## src/rtl/pipe_ctrl_pkg.sv

```systemverilog
// Shared definitions for the pipeline controller: opcode encodings,
// the per-instruction control bundle and the forwarding select codes.
package pipe_ctrl_pkg;

  localparam logic [5:0] OP_R    = 6'b000000;
  localparam logic [5:0] OP_LW   = 6'b100011;
  localparam logic [5:0] OP_SW   = 6'b101011;
  localparam logic [5:0] OP_ADDI = 6'b001000;
  localparam logic [5:0] OP_ORI  = 6'b001101;
  localparam logic [5:0] OP_BEQ  = 6'b000100;
  localparam logic [5:0] OP_BNE  = 6'b000101;
  localparam logic [5:0] OP_J    = 6'b000010;

  localparam logic [1:0] FWD_NONE = 2'd0;
  localparam logic [1:0] FWD_WB   = 2'd1;
  localparam logic [1:0] FWD_MEM  = 2'd2;

  typedef struct packed {
    logic regwrite;
    logic memtoreg;
    logic mem_read;
    logic mem_write;
    logic alusrc;
    logic branch;
    logic imm_add;
    logic imm_or;
  } ctrl_t;

  localparam ctrl_t CTRL_NOP = '0;

  // The younger producer (MEM) holds the newer value, so it wins over WB.
  function automatic logic [1:0] fwd_pick(input logic mem_hit, input logic wb_hit);
    return mem_hit ? FWD_MEM : (wb_hit ? FWD_WB : FWD_NONE);
  endfunction

endpackage

```

## src/rtl/pipe_ctrl_dec.sv

```systemverilog
// Combinational opcode decoder: turns the ID-stage opcode into the control
// bundle, the destination register and a jump flag. Unknown opcodes give an
// all-zero bundle and destination 0.
module pipe_ctrl_dec
  import pipe_ctrl_pkg::*;
#(
  parameter int REG_AW = 5,
  parameter int OP_W   = 6
) (
  input  logic [OP_W-1:0]   opcode,
  input  logic [REG_AW-1:0] rt,
  input  logic [REG_AW-1:0] rd,
  output ctrl_t             ctrl,
  output logic [REG_AW-1:0] dest,
  output logic              jmp
);

  logic [5:0] op;
  assign op = 6'(opcode);

  // Opcode to control bundle lookup.
  always_comb begin
    // NOTE: every output gets a default first so no path can infer a latch.
    ctrl = CTRL_NOP;
    dest = '0;
    jmp  = 1'b0;
    case (op)
      OP_R: begin
        ctrl.regwrite = 1'b1;
        ctrl.alusrc   = 1'b1;
        dest          = rd;
      end
      OP_LW: begin
        ctrl.regwrite = 1'b1;
        ctrl.memtoreg = 1'b1;
        ctrl.mem_read = 1'b1;
        dest          = rt;
      end
      OP_SW: begin
        ctrl.mem_write = 1'b1;
        dest           = rt;
      end
      OP_ADDI: begin
        ctrl.regwrite = 1'b1;
        ctrl.imm_add  = 1'b1;
        dest          = rt;
      end
      OP_ORI: begin
        ctrl.regwrite = 1'b1;
        ctrl.imm_or   = 1'b1;
        dest          = rt;
      end
      OP_BEQ, OP_BNE: begin
        ctrl.alusrc = 1'b1;
        ctrl.branch = 1'b1;
        dest        = rt;
      end
      OP_J: begin
        ctrl.alusrc = 1'b1;
        jmp         = 1'b1;
        dest        = rt;
      end
      default: ;
    endcase
  end

endmodule

```

## src/rtl/pipe_ctrl.sv

```systemverilog
// Five-stage pipeline controller: carries the decoded control bundle from
// ID through EX, MEM and WB, and resolves stall, flush and forwarding.
// Build option: define PIPE_CTRL_FWD_EN to enable operand forwarding; the
// stall then covers load-use only. Without it, forwarding selects stay 0
// and ID interlocks on any pending writer in EX or MEM.
module pipe_ctrl
  import pipe_ctrl_pkg::*;
#(
  parameter int REG_AW = 5,
  parameter int OP_W   = 6
) (
  input  logic              clk,
  input  logic              rst,
  input  logic              id_valid,
  input  logic [OP_W-1:0]   id_opcode,
  input  logic [REG_AW-1:0] id_rs,
  input  logic [REG_AW-1:0] id_rt,
  input  logic [REG_AW-1:0] id_rd,
  input  logic              ex_br_taken,
  output logic              stall,
  output logic              flush,
  output logic              id_jmp,
  output logic              ex_alusrc,
  output logic              ex_imm_add,
  output logic              ex_imm_or,
  output logic              ex_branch,
  output logic              mem_read,
  output logic              mem_write,
  output logic              wb_regwrite,
  output logic              wb_memtoreg,
  output logic [REG_AW-1:0] wb_dest,
  output logic [1:0]        fwd_a,
  output logic [1:0]        fwd_b
);

  typedef struct packed {
    logic              valid;
    ctrl_t             ctrl;
    logic [REG_AW-1:0] rs;
    logic [REG_AW-1:0] rt;
    logic [REG_AW-1:0] dest;
  } ex_stage_t;

  typedef struct packed {
    logic              valid;
    logic              regwrite;
    logic              memtoreg;
    logic              mem_read;
    logic              mem_write;
    logic [REG_AW-1:0] dest;
  } mem_stage_t;

  typedef struct packed {
    logic              regwrite;
    logic              memtoreg;
    logic [REG_AW-1:0] dest;
  } wb_stage_t;

  ctrl_t             id_ctrl;
  logic [REG_AW-1:0] id_dest;
  logic              id_is_jmp;

  ex_stage_t  ex_d, ex_q;
  mem_stage_t mem_q;
  wb_stage_t  wb_q;

  logic ex_match;
  logic load_use;
  logic hazard;
  logic unused_bits;

  pipe_ctrl_dec #(
    .REG_AW(REG_AW),
    .OP_W  (OP_W)
  ) u_dec (
    .opcode(id_opcode),
    .rt    (id_rt),
    .rd    (id_rd),
    .ctrl  (id_ctrl),
    .dest  (id_dest),
    .jmp   (id_is_jmp)
  );

  // Register 0 is hardwired, so a zero destination never creates a hazard.
  assign ex_match = (ex_q.dest != '0) && ((ex_q.dest == id_rs) || (ex_q.dest == id_rt));
  assign load_use = id_valid && ex_q.valid && ex_q.ctrl.mem_read && ex_match;

`ifdef PIPE_CTRL_FWD_EN
  assign hazard = load_use;

  assign fwd_a = fwd_pick(mem_q.regwrite && (mem_q.dest != '0) && (mem_q.dest == ex_q.rs),
                          wb_q.regwrite  && (wb_q.dest  != '0) && (wb_q.dest  == ex_q.rs));
  assign fwd_b = fwd_pick(mem_q.regwrite && (mem_q.dest != '0) && (mem_q.dest == ex_q.rt),
                          wb_q.regwrite  && (wb_q.dest  != '0) && (wb_q.dest  == ex_q.rt));

  assign unused_bits = mem_q.valid;
`else
  logic mem_match;
  assign mem_match = (mem_q.dest != '0) && ((mem_q.dest == id_rs) || (mem_q.dest == id_rt));
  assign hazard    = id_valid && ((ex_q.valid && ex_q.ctrl.regwrite && ex_match) ||
                                  (mem_q.valid && mem_q.regwrite && mem_match));

  assign fwd_a = FWD_NONE;
  assign fwd_b = FWD_NONE;

  assign unused_bits = ^{ex_q.rs, ex_q.rt};
`endif

  // A taken branch squashes ID, which overrides any stall in the same cycle.
  assign stall  = hazard && !ex_br_taken && !rst;
  assign id_jmp = id_valid && id_is_jmp && !rst;
  assign flush  = (id_jmp || ex_br_taken) && !rst;

  // Next EX contents: the ID instruction, or a bubble on idle/stall/flush.
  always_comb begin
    ex_d = '0;
    if (id_valid && !hazard && !ex_br_taken) begin
      ex_d.valid = 1'b1;
      ex_d.ctrl  = id_ctrl;
      ex_d.rs    = id_rs;
      ex_d.rt    = id_rt;
      ex_d.dest  = id_dest;
    end
  end

  // Pipeline registers: EX/MEM/WB always advance; reset fills them with bubbles.
  always_ff @(posedge clk or posedge rst) begin
    if (rst) begin
      ex_q  <= '0;
      mem_q <= '0;
      wb_q  <= '0;
    end else begin
      // NOTE: non-blocking assignments let every stage sample the old value of its predecessor.
      ex_q            <= ex_d;
      mem_q.valid     <= ex_q.valid;
      mem_q.regwrite  <= ex_q.ctrl.regwrite;
      mem_q.memtoreg  <= ex_q.ctrl.memtoreg;
      mem_q.mem_read  <= ex_q.ctrl.mem_read;
      mem_q.mem_write <= ex_q.ctrl.mem_write;
      mem_q.dest      <= ex_q.dest;
      wb_q.regwrite   <= mem_q.regwrite;
      wb_q.memtoreg   <= mem_q.memtoreg;
      wb_q.dest       <= mem_q.dest;
    end
  end

  assign ex_alusrc   = ex_q.ctrl.alusrc;
  assign ex_imm_add  = ex_q.ctrl.imm_add;
  assign ex_imm_or   = ex_q.ctrl.imm_or;
  assign ex_branch   = ex_q.ctrl.branch;
  assign mem_read    = mem_q.mem_read;
  assign mem_write   = mem_q.mem_write;
  assign wb_regwrite = wb_q.regwrite;
  assign wb_memtoreg = wb_q.memtoreg;
  assign wb_dest     = wb_q.dest;

endmodule

```

## config.mk

```make
export PLATFORM = sky130hd
export DESIGN_NAME = pipe_ctrl
export DESIGN_NICKNAME = d
export VERILOG_FILES = /design/src/rtl/pipe_ctrl_pkg.sv /design/src/rtl/pipe_ctrl_dec.sv /design/src/rtl/pipe_ctrl.sv
export SDC_FILE = /design/constraint.sdc
export NUM_CORES = 1
export LEC_CHECK = 0
export BUFFER_PORTS_ARGS = -buffer_cell sky130_fd_sc_hd__buf_2
export CAP_MARGIN = 10
export CORE_MARGIN = 2
export CORE_UTILIZATION = 49
export DETAILED_ROUTE_END_ITERATION = 8
export PLACE_DENSITY = 0.79
export SKIP_LAST_GASP = 1
export SLEW_MARGIN = 20
export SYNTH_ARGS = -nofsm -noshare
export SYNTH_HDL_FRONTEND = slang
export SYNTH_SLANG_ARGS = --single-unit
export TNS_END_PERCENT = 100
```

## constraint.sdc

```tcl
create_clock -name clk -period 1.8 [get_ports clk]
set_input_delay 0.36 -clock clk [delete_from_list [all_inputs] [get_ports clk]]
set_output_delay 0.36 -clock clk [all_outputs]
set_load 0.01 [all_outputs]
```

==> run_results.csv, run 1 <==
group,metric,value,unit
clock_network,holdBufCountCts,0,
place,pre_cts_ws,-0.118,ns
yosys,ys_types,31,
cells_and_area,diodes,0,
pwr,powerDensity,639,nW/um^2
routing,finalWirelength,3.07,mm
timing,min_period,2.22,ns
global_route,grtUsageMet1,0.232,
yosys,ys_seq_area_frac,0.526,
job,maxCapViolations,0,
place,gp_congestion,0.910,
setup_path,critPathMaxFanout,2,
clock_network,cts_buffer_depth,2,
place,hpwl,2.29,mm
yosys,syn_inst,119,
routing,drc,0,
global_route,grt_pass1_vias,1157,
global_route,grt_max_degree,23,
timing,slew_violations,0,
cells_and_area,final_core_util,0.703,
yosys,synth_area,1380,um^2
pwr,ir_drop,0.443,mV
routing,dr.pass1.iters,4,
global_route,met3_usage,0.0567,
global_route,grt_pass1_wl,5.02,mm
routing,drtIter0Drc,38,
clock_network,cts_tree,"built",
timing,timing.final.ws_setup,-0.423,ns
setup_path,critical_path_required,1.44,ns
setup_path,start_kind,"register",
global_route,top_usage_layer,"met2",
cells_and_area,syn2layout_area_growth,38.0,%
die,num_io_pins,45,
status,violations,"negative setup slack",
clock_network,clock_latency,0.31,ns
cells_and_area,multi_input_area,651,um^2
global_route,grt_usage,0.208,
place,io_buffers,40,
routing,antenna_left,0,
status,status,"finished, violations left",
clock_network,clockRootBuffer,"clkbuf_4",
die,core_region_area,2710,um^2
hold_path,worstHoldPathType,"input pin to async pin",
clock_network,htree_levels,2,
timing,finClkSkew,0.00415,ns
cells_and_area,nets,214,
cells_and_area,final_cell_mix,"buf_2 (38), dfrtp_1 (29), buf_4 (27)",
cells_and_area,final_common_cell,"buf_2",
yosys,avgSynthCellArea,11.6,um^2
global_route,antenna_found_initial,0,
global_route,grt_overflow,0,
cells_and_area,regArea,726,um^2
routing,via_count,1148,
die,fp.dieArea,3260,um^2
clock_network,path_clk_slew,0.08,ns
timing,hold_viol_final,0,
die,die_w,57.1,um
yosys,ys_ff_latch,29,
yosys,async_reset_ff_frac,1.00,
cells_and_area,fillerInstances,198,
yosys,synth_edf_count,0,
die,fp.dieH,57.1,um
setup_path,crit_arrival,1.86,ns
timing,setup_viol,6,
setup_path,criticalPathCategory,"register to primary output",
timing,fmax,450,MHz
yosys,synth_flop_cell,"dfrtp_1",
cells_and_area,drive_gt1_frac,0.503,
timing,period_share,1.23,
routing,routedWlPerCell,13.9,um
setup_path,end_kind,"primary output",
die,rows,19,
pwr,p_leak,1.00,nW
timing,rsz0062_at_grt,"yes",
yosys,yosys_warnings,0,
clock_network,clock_sinks,29,
die,initial_core_util,0.509,
clock_network,cts_inserted_buffers,5,
global_route,use_met2,0.368,
routing,avgViaCountPerCell,5.22,
## cell families after synthesis
family | share of synthesized area
other | 0.00272
XOR/XNOR | 0.127
flip-flops | 0.526
buffers and inverters | 0.0444
AND/OR/NAND/NOR | 0.218
AO/OA/AOI/OAI | 0.0825
## through the flow
step / setup TNS [ns] / power, mW / hold slack (ns) / cells / area, um^2
global route: -1.15 / 1.28 / 0.0266 / 220 / 1900
floorplan: -0.0143 / 0.755 / 0.331 / 122 / 1400
CTS: -0.571 / 1.22 / 0.0164 / 221 / 1880
detailed placement: -0.914 / 0.832 / 0.343 / 206 / 1740
finish: -0.594 / 1.22 / 0.0253 / 220 / 1900
global placement: -0.383 / 0.825 / 0.333 / 206 / 1740
## metal layers
layer  share of wire  vias to the layer above
li1                -                      559
met1            0.39                      542
met2            0.54                       40
met3           0.047                        7
met4           0.020                        0
met5               0                        -
## repair_timing
action / CTS / global route
gates resized for setup: 5 / 6
setup endpoints to repair: 5 / 8
pin swaps: 5 / 8
endpoints found under the hold margin: 0 / 0
setup buffers: 8 / 1
## flip-flops by register name, indices dropped and copies added, names as in the netlist
signal,flops
mem_q,7
ex_branch,1
wb_memtoreg,1
ex_alusrc,1
wb_dest,5
mem_read,1
ex_q,9
ex_imm_or,1
mem_write,1
wb_regwrite,1
ex_imm_add,1
## layout make-up
cell class	instances	share of cell area
flip-flops and latches	29	0.381
multi-input cells	83	0.342
repair buffers	68	0.224
clock buffers	7	0.0289
well taps	31	0.0204
inverters	2	0.00394
## synth_stat cells, drive strengths merged (2+ instances only)
master / number / area, um^2
o211ai: 2 / 15.0
buf: 6 / 46.3
nor4: 2 / 12.5
dfrtp: 29 / 726
or4b: 2 / 20.0
xor2: 20 / 175
a21oi: 3 / 26.3
inv: 2 / 7.51
nor3: 16 / 130
a22oi: 7 / 52.6
nand3: 4 / 20.0
clkbuf: 2 / 7.51
or4: 4 / 31.3
nor2: 8 / 30.0
## critical path, cell delays in order (launching register included)
cell      delay (ns)
dfrtp_1         0.39
or4_4           0.53
o211ai_1        0.20
o22ai_1         0.12
nor3b_2         0.17
buf_2           0.13
## worst paths after layout
path | startpoint | end | slack, ns | depth (start not counted)
max | mem_q[3] | stall | -0.42 | 5
min | rst | mem_write | 0.03 | 2
min in group clk | id_rd[2] | ex_q[2] | 0.34 | 3
max in group asynchronous | rst | ex_q[3] | 1.21 | 3
max reg2reg | mem_q[3] | ex_q[19] | -0.06 | 5
min reg2reg | ex_q[19] | mem_write | 0.36 | 0
## report_power, final
group,switching [mW],internal [mW],total [mW]
combinational,0.0938,0.0754,0.169
sequential,0.00412,0.658,0.663
clock,0.201,0.184,0.385
total,0.299,0.918,1.22
Note: power is estimated with default switching activity, not from simulation.
==> run 2, diff against run 1 <==
Settings changed: CORE_ASPECT_RATIO set to 1.2.
==> run_results.csv, run 2 (synthesis results as in run 1) <==
group,metric,value,unit
status,status,"finished, violations left",
status,violations,"negative setup slack",
pwr,clkPwrFrac,0.298,
timing,timing.hold.ws,0.163,ns
global_route,grt_pass1_vias,1190,
timing,slew_violations,0,
timing,period_share,1.28,
cells_and_area,nets,211,
die,fp.dieH,62.1,um
cells_and_area,drive_gt1_frac,0.508,
die,fp.dieArea,3260,um^2
setup_path,start_kind,"register",
setup_path,timing.rr.end,"ex_branch",
hold_path,worstHoldPathType,"input pin to async pin",
timing,finalSetupTns,-0.997,ns
clock_network,clock_sinks,29,
clock_network,cts_inserted_buffers,5,
global_route,grt_pass1_wl,5.29,mm
clock_network,cts_buffer_depth,2,
routing,drtIter0Drc,20,
routing,dr.pass1.iters,4,
timing,fmax,435,MHz
routing,avgViaCountPerCell,5.24,
global_route,antenna_found_initial,0,
routing,antenna_left,0,
pwr,powerDensity,608,nW/um^2
pwr,p_int,0.882,mW
cells_and_area,final_cells,221,
pwr,swShare,0.264,
place,hpwl,2.48,mm
global_route,grt_overflow,0,
setup_path,crit_arrival,1.94,ns
setup_path,ff2ff_setup_slack,-0.07,ns
place,pre_cts_ws,-0.157,ns
global_route,grt_usage,0.224,
pwr,p_switching,0.316,mW
routing,finalWirelength,3.26,mm
setup_path,end_kind,"primary output",
die,initial_core_util,0.505,
setup_path,critPathMaxFanout,2,
setup_path,critical_path_required,1.44,ns
clock_network,path_clk_slew,0.09,ns
die,num_io_pins,45,
routing,routedWlPerCell,14.8,um
clock_network,holdBufCountCts,0,
setup_path,rr_startpoint,"mem_q[1]",
place,gp_congestion,0.837,
die,rows,21,
cells_and_area,final_cell_mix,"buf_2 (38), dfrtp_1 (29), buf_4 (24)",
setup_path,criticalPathCategory,"register to primary output",
setup_path,reg2reg_depth,6,
timing,setup_viol,12,
timing,timing.final.ws_setup,-0.497,ns
place,io_buffers,40,
timing,min_period,2.30,ns
pwr,ir_drop,0.504,mV
clock_network,cts_tree,"built",
cells_and_area,largest_reg_flops,9,
pwr,power.total,1.20,mW
die,core_region_area,2730,um^2
clock_network,clock_latency,0.32,ns
clock_network,clockRootBuffer,"clkbuf_4",
job,maxCapViolations,0,
place,place_inst,209,
cells_and_area,final_common_cell,"buf_2",
cells_and_area,syn2layout_area_growth,42.9,%
routing,drc,0,
pwr,p_leak,1.00,nW
clock_network,htree_levels,2,
die,die_w,52.4,um
cells_and_area,regMostFlops,"ex_q",
pwr,seq_power_share,0.553,
timing,hold_viol_final,0,
routing,via_count,1159,
timing,rsz0062_at_grt,"yes",
timing,finClkSkew,0.00782,ns
global_route,grt_max_degree,30,
cells_and_area,diodes,0,
pwr,pwr-share-comb,0.149,
## run 2: worst max-delay path by stage
stage / from / endpoint / cells past startpoint
floorplan: id_opcode[2] / id_jmp / 5
global placement: id_opcode[0] / flush / 6
detailed placement: mem_q[1] / stall / 7
CTS: mem_q[1] / stall / 5
global route: mem_q[1] / stall / 5
finish: mem_q[1] / stall / 5
## run 2: worst max-delay path, cell delays in order (launching register included)
cell      delay, ns
dfrtp_1        0.39
or4_1          0.52
o211ai_1       0.24
o22ai_1        0.16
nor3b_2        0.18
buf_2          0.13
## run 2: cell type report
class	count	area (um^2)
sequential	29	726
timing repair buffer	65	413
clock buffer	6	41.3
clock inverter	2	10.0
inverter	2	7.51
multi-input combinational	83	732
tap	34	42.5
fill	217	761
## run 2: metrics by stage
step / area (um^2) / utilization
after floorplan: 1400 / -
after global placement: 1750 / 0.639
after detailed placement: 1750 / 0.639
after CTS: 1870 / 0.685
after global routing: 1970 / 0.722
final: 1970 / 0.722
## run 2: per-layer routing
layer	GRT usage	up-vias	part of all wire
li1	-	556	-
met1	0.240	558	0.36
met2	0.392	39	0.57
met3	0.0505	6	0.046
met4	0.115	0	0.022
met5	0	-	0
## run 2: repair_timing
item | CTS | global route
gates resized for setup | 12 | 13
endpoints found under the setup margin | 12 | 13
pin swaps | 13 | 9
cloned | 0 | 0
setup buffers | 3 | 3
## run 2: power groups by stage
| stage | Combinational [mW] | Sequential, mW | Clock, mW |
|---|---|---|---|
| global route | 0.196 | 0.663 | 0.402 |
| detailed placement | 0.154 | 0.676 | 0 |
| floorplan | 0.0785 | 0.677 | 0 |
| CTS | 0.164 | 0.663 | 0.369 |
| global placement | 0.147 | 0.675 | 0 |
| finish | 0.179 | 0.663 | 0.357 |
==> run 3, diff against run 2 <==
Settings changed: SETUP_SLACK_MARGIN set to 0.1.
==> run_results.csv, run 3 (synthesis results as in run 1) <==
group,metric,value,unit
routing,via_count,1158,
status,violations,"negative setup slack",
routing,routedWlPerCell,13.7,um
setup_path,criticalPathCategory,"register to primary output",
cells_and_area,regMostFlops,"ex_q",
routing,avgViaCountPerCell,5.24,
clock_network,clockRootBuffer,"clkbuf_4",
global_route,grt_overflow,0,
timing,rsz0062_at_grt,"yes",
clock_network,cts_inserted_buffers,5,
die,initial_core_util,0.505,
die,rows,21,
job,maxCapViolations,0,
cells_and_area,fin_area,1940,um^2
routing,finalWirelength,3.03,mm
clock_network,htree_levels,2,
global_route,grt_usage,0.203,
setup_path,end_kind,"primary output",
timing,fmax,442,MHz
setup_path,start_kind,"register",
routing,dr.pass1.iters,4,
die,fp.dieArea,3260,um^2
clock_network,clock_sinks,29,
cells_and_area,final_cell_mix,"buf_2 (37), dfrtp_1 (29), buf_4 (25)",
setup_path,critPathMaxFanout,3,
clock_network,cts_tree,"built",
cells_and_area,drive_gt1_frac,0.513,
timing,period_share,1.26,
global_route,grt_pass1_wl,4.91,mm
timing,timing.final.ws_setup,-0.464,ns
place,postPlaceCellArea,1780,um^2
routing,drtIter0Drc,19,
cells_and_area,regArea,726,um^2
cells_and_area,final_common_cell,"buf_2",
clock_network,holdBufCountCts,0,
cells_and_area,nets,211,
timing,setup_viol,6,
status,status,"finished, violations left",
timing,slew_violations,0,
die,core_region_area,2730,um^2
pwr,p_leak,1.01,nW
hold_path,worstHoldPathType,"input pin to async pin",
setup_path,crit_arrival,1.90,ns
clock_network,cts_buffer_depth,2,
cells_and_area,fillerInstances,200,
place,gp_congestion,0.846,
die,die_w,52.4,um
cells_and_area,diodes,0,
cells_and_area,multi_input_area,667,um^2
place,pre_cts_ws,-0.0967,ns
clock_network,path_clk_slew,0.10,ns
setup_path,critical_path_required,1.44,ns
cells_and_area,final_core_util,0.709,
die,num_io_pins,45,
timing,min_period,2.26,ns
global_route,antenna_found_initial,0,
routing,drc,0,
timing,finClkSkew,0.00971,ns
pwr,powerDensity,718,nW/um^2
routing,antenna_left,0,
pwr,ir_drop,0.887,mV
timing,timing.hold.ws,0.0195,ns
global_route,grt_max_degree,23,
global_route,grt_pass1_vias,1168,
place,hpwl,2.30,mm
cells_and_area,largest_reg_flops,9,
clock_network,clock_latency,0.32,ns
timing,hold_viol_final,0,
die,fp.dieH,62.1,um
place,io_buffers,40,
cells_and_area,syn2layout_area_growth,40.4,%
==> run 3: power by group <==
group / switching, mW / internal (mW) / leakage [nW]
clock: 0.229 / 0.330 / 0.0445
sequential: 0.00407 / 0.659 / 0.402
combinational: 0.0945 / 0.0761 / 0.560
==> run 3: through the flow <==
stage          power (mW)  TNS [ns]  std cells
2_1_floorplan       0.758         0        122
3_3_place_gp        0.829    -0.130        209
3_5_place_dp        0.834    -0.296        209
4_1_cts              1.40    -0.623        218
5_1_grt              1.45     -1.23        221
6_report             1.39    -0.687        221
==> run 3: routing by layer <==
metal	up-vias	part of all wire	GRT usage
li1	552	-	-
met1	552	0.38	0.207
met2	45	0.53	0.350
met3	9	0.060	0.0649
met4	0	0.027	0.112
met5	-	0	0
==> run 3: critical path, stage by stage (launching register included) <==
cell	delay, ns
dfrtp_1	0.42
or4_1	0.51
o211ai_1	0.22
o22ai_2	0.13
nor3b_4	0.16
buf_2	0.13
==> run 3: area by class of cell <==
class | instances | area share
tap | 34 | 0.0219
inverter | 2 | 0.00387
multi-input combinational | 83 | 0.344
sequential | 29 | 0.374
timing repair buffer | 65 | 0.210
clock inverter | 2 | 0.0194
clock buffer | 6 | 0.0265
==> run 3: worst paths after layout <==
check	start	end	slack (ns)	depth (start not counted)
max	ex_q[2]	stall	-0.46	5
min	rst	mem_write	0.02	2
max reg2reg	ex_q[2]	ex_imm_add	-0.07	5
min reg2reg	ex_q[19]	mem_write	0.36	0
max in group asynchronous	rst	wb_dest[2]	1.20	3
min in group clk	id_opcode[4]	ex_q[19]	0.33	3
==> run 3: what timing repair did <==
action / 4_1_cts / 5_1_grt
endpoints found under the hold margin: 0 / 0
gates cloned: 0 / 0
resized for setup: 2 / 5
buffers inserted: 1 / 3
pin swaps: 3 / 5
endpoints found under the setup margin: 13 / 16
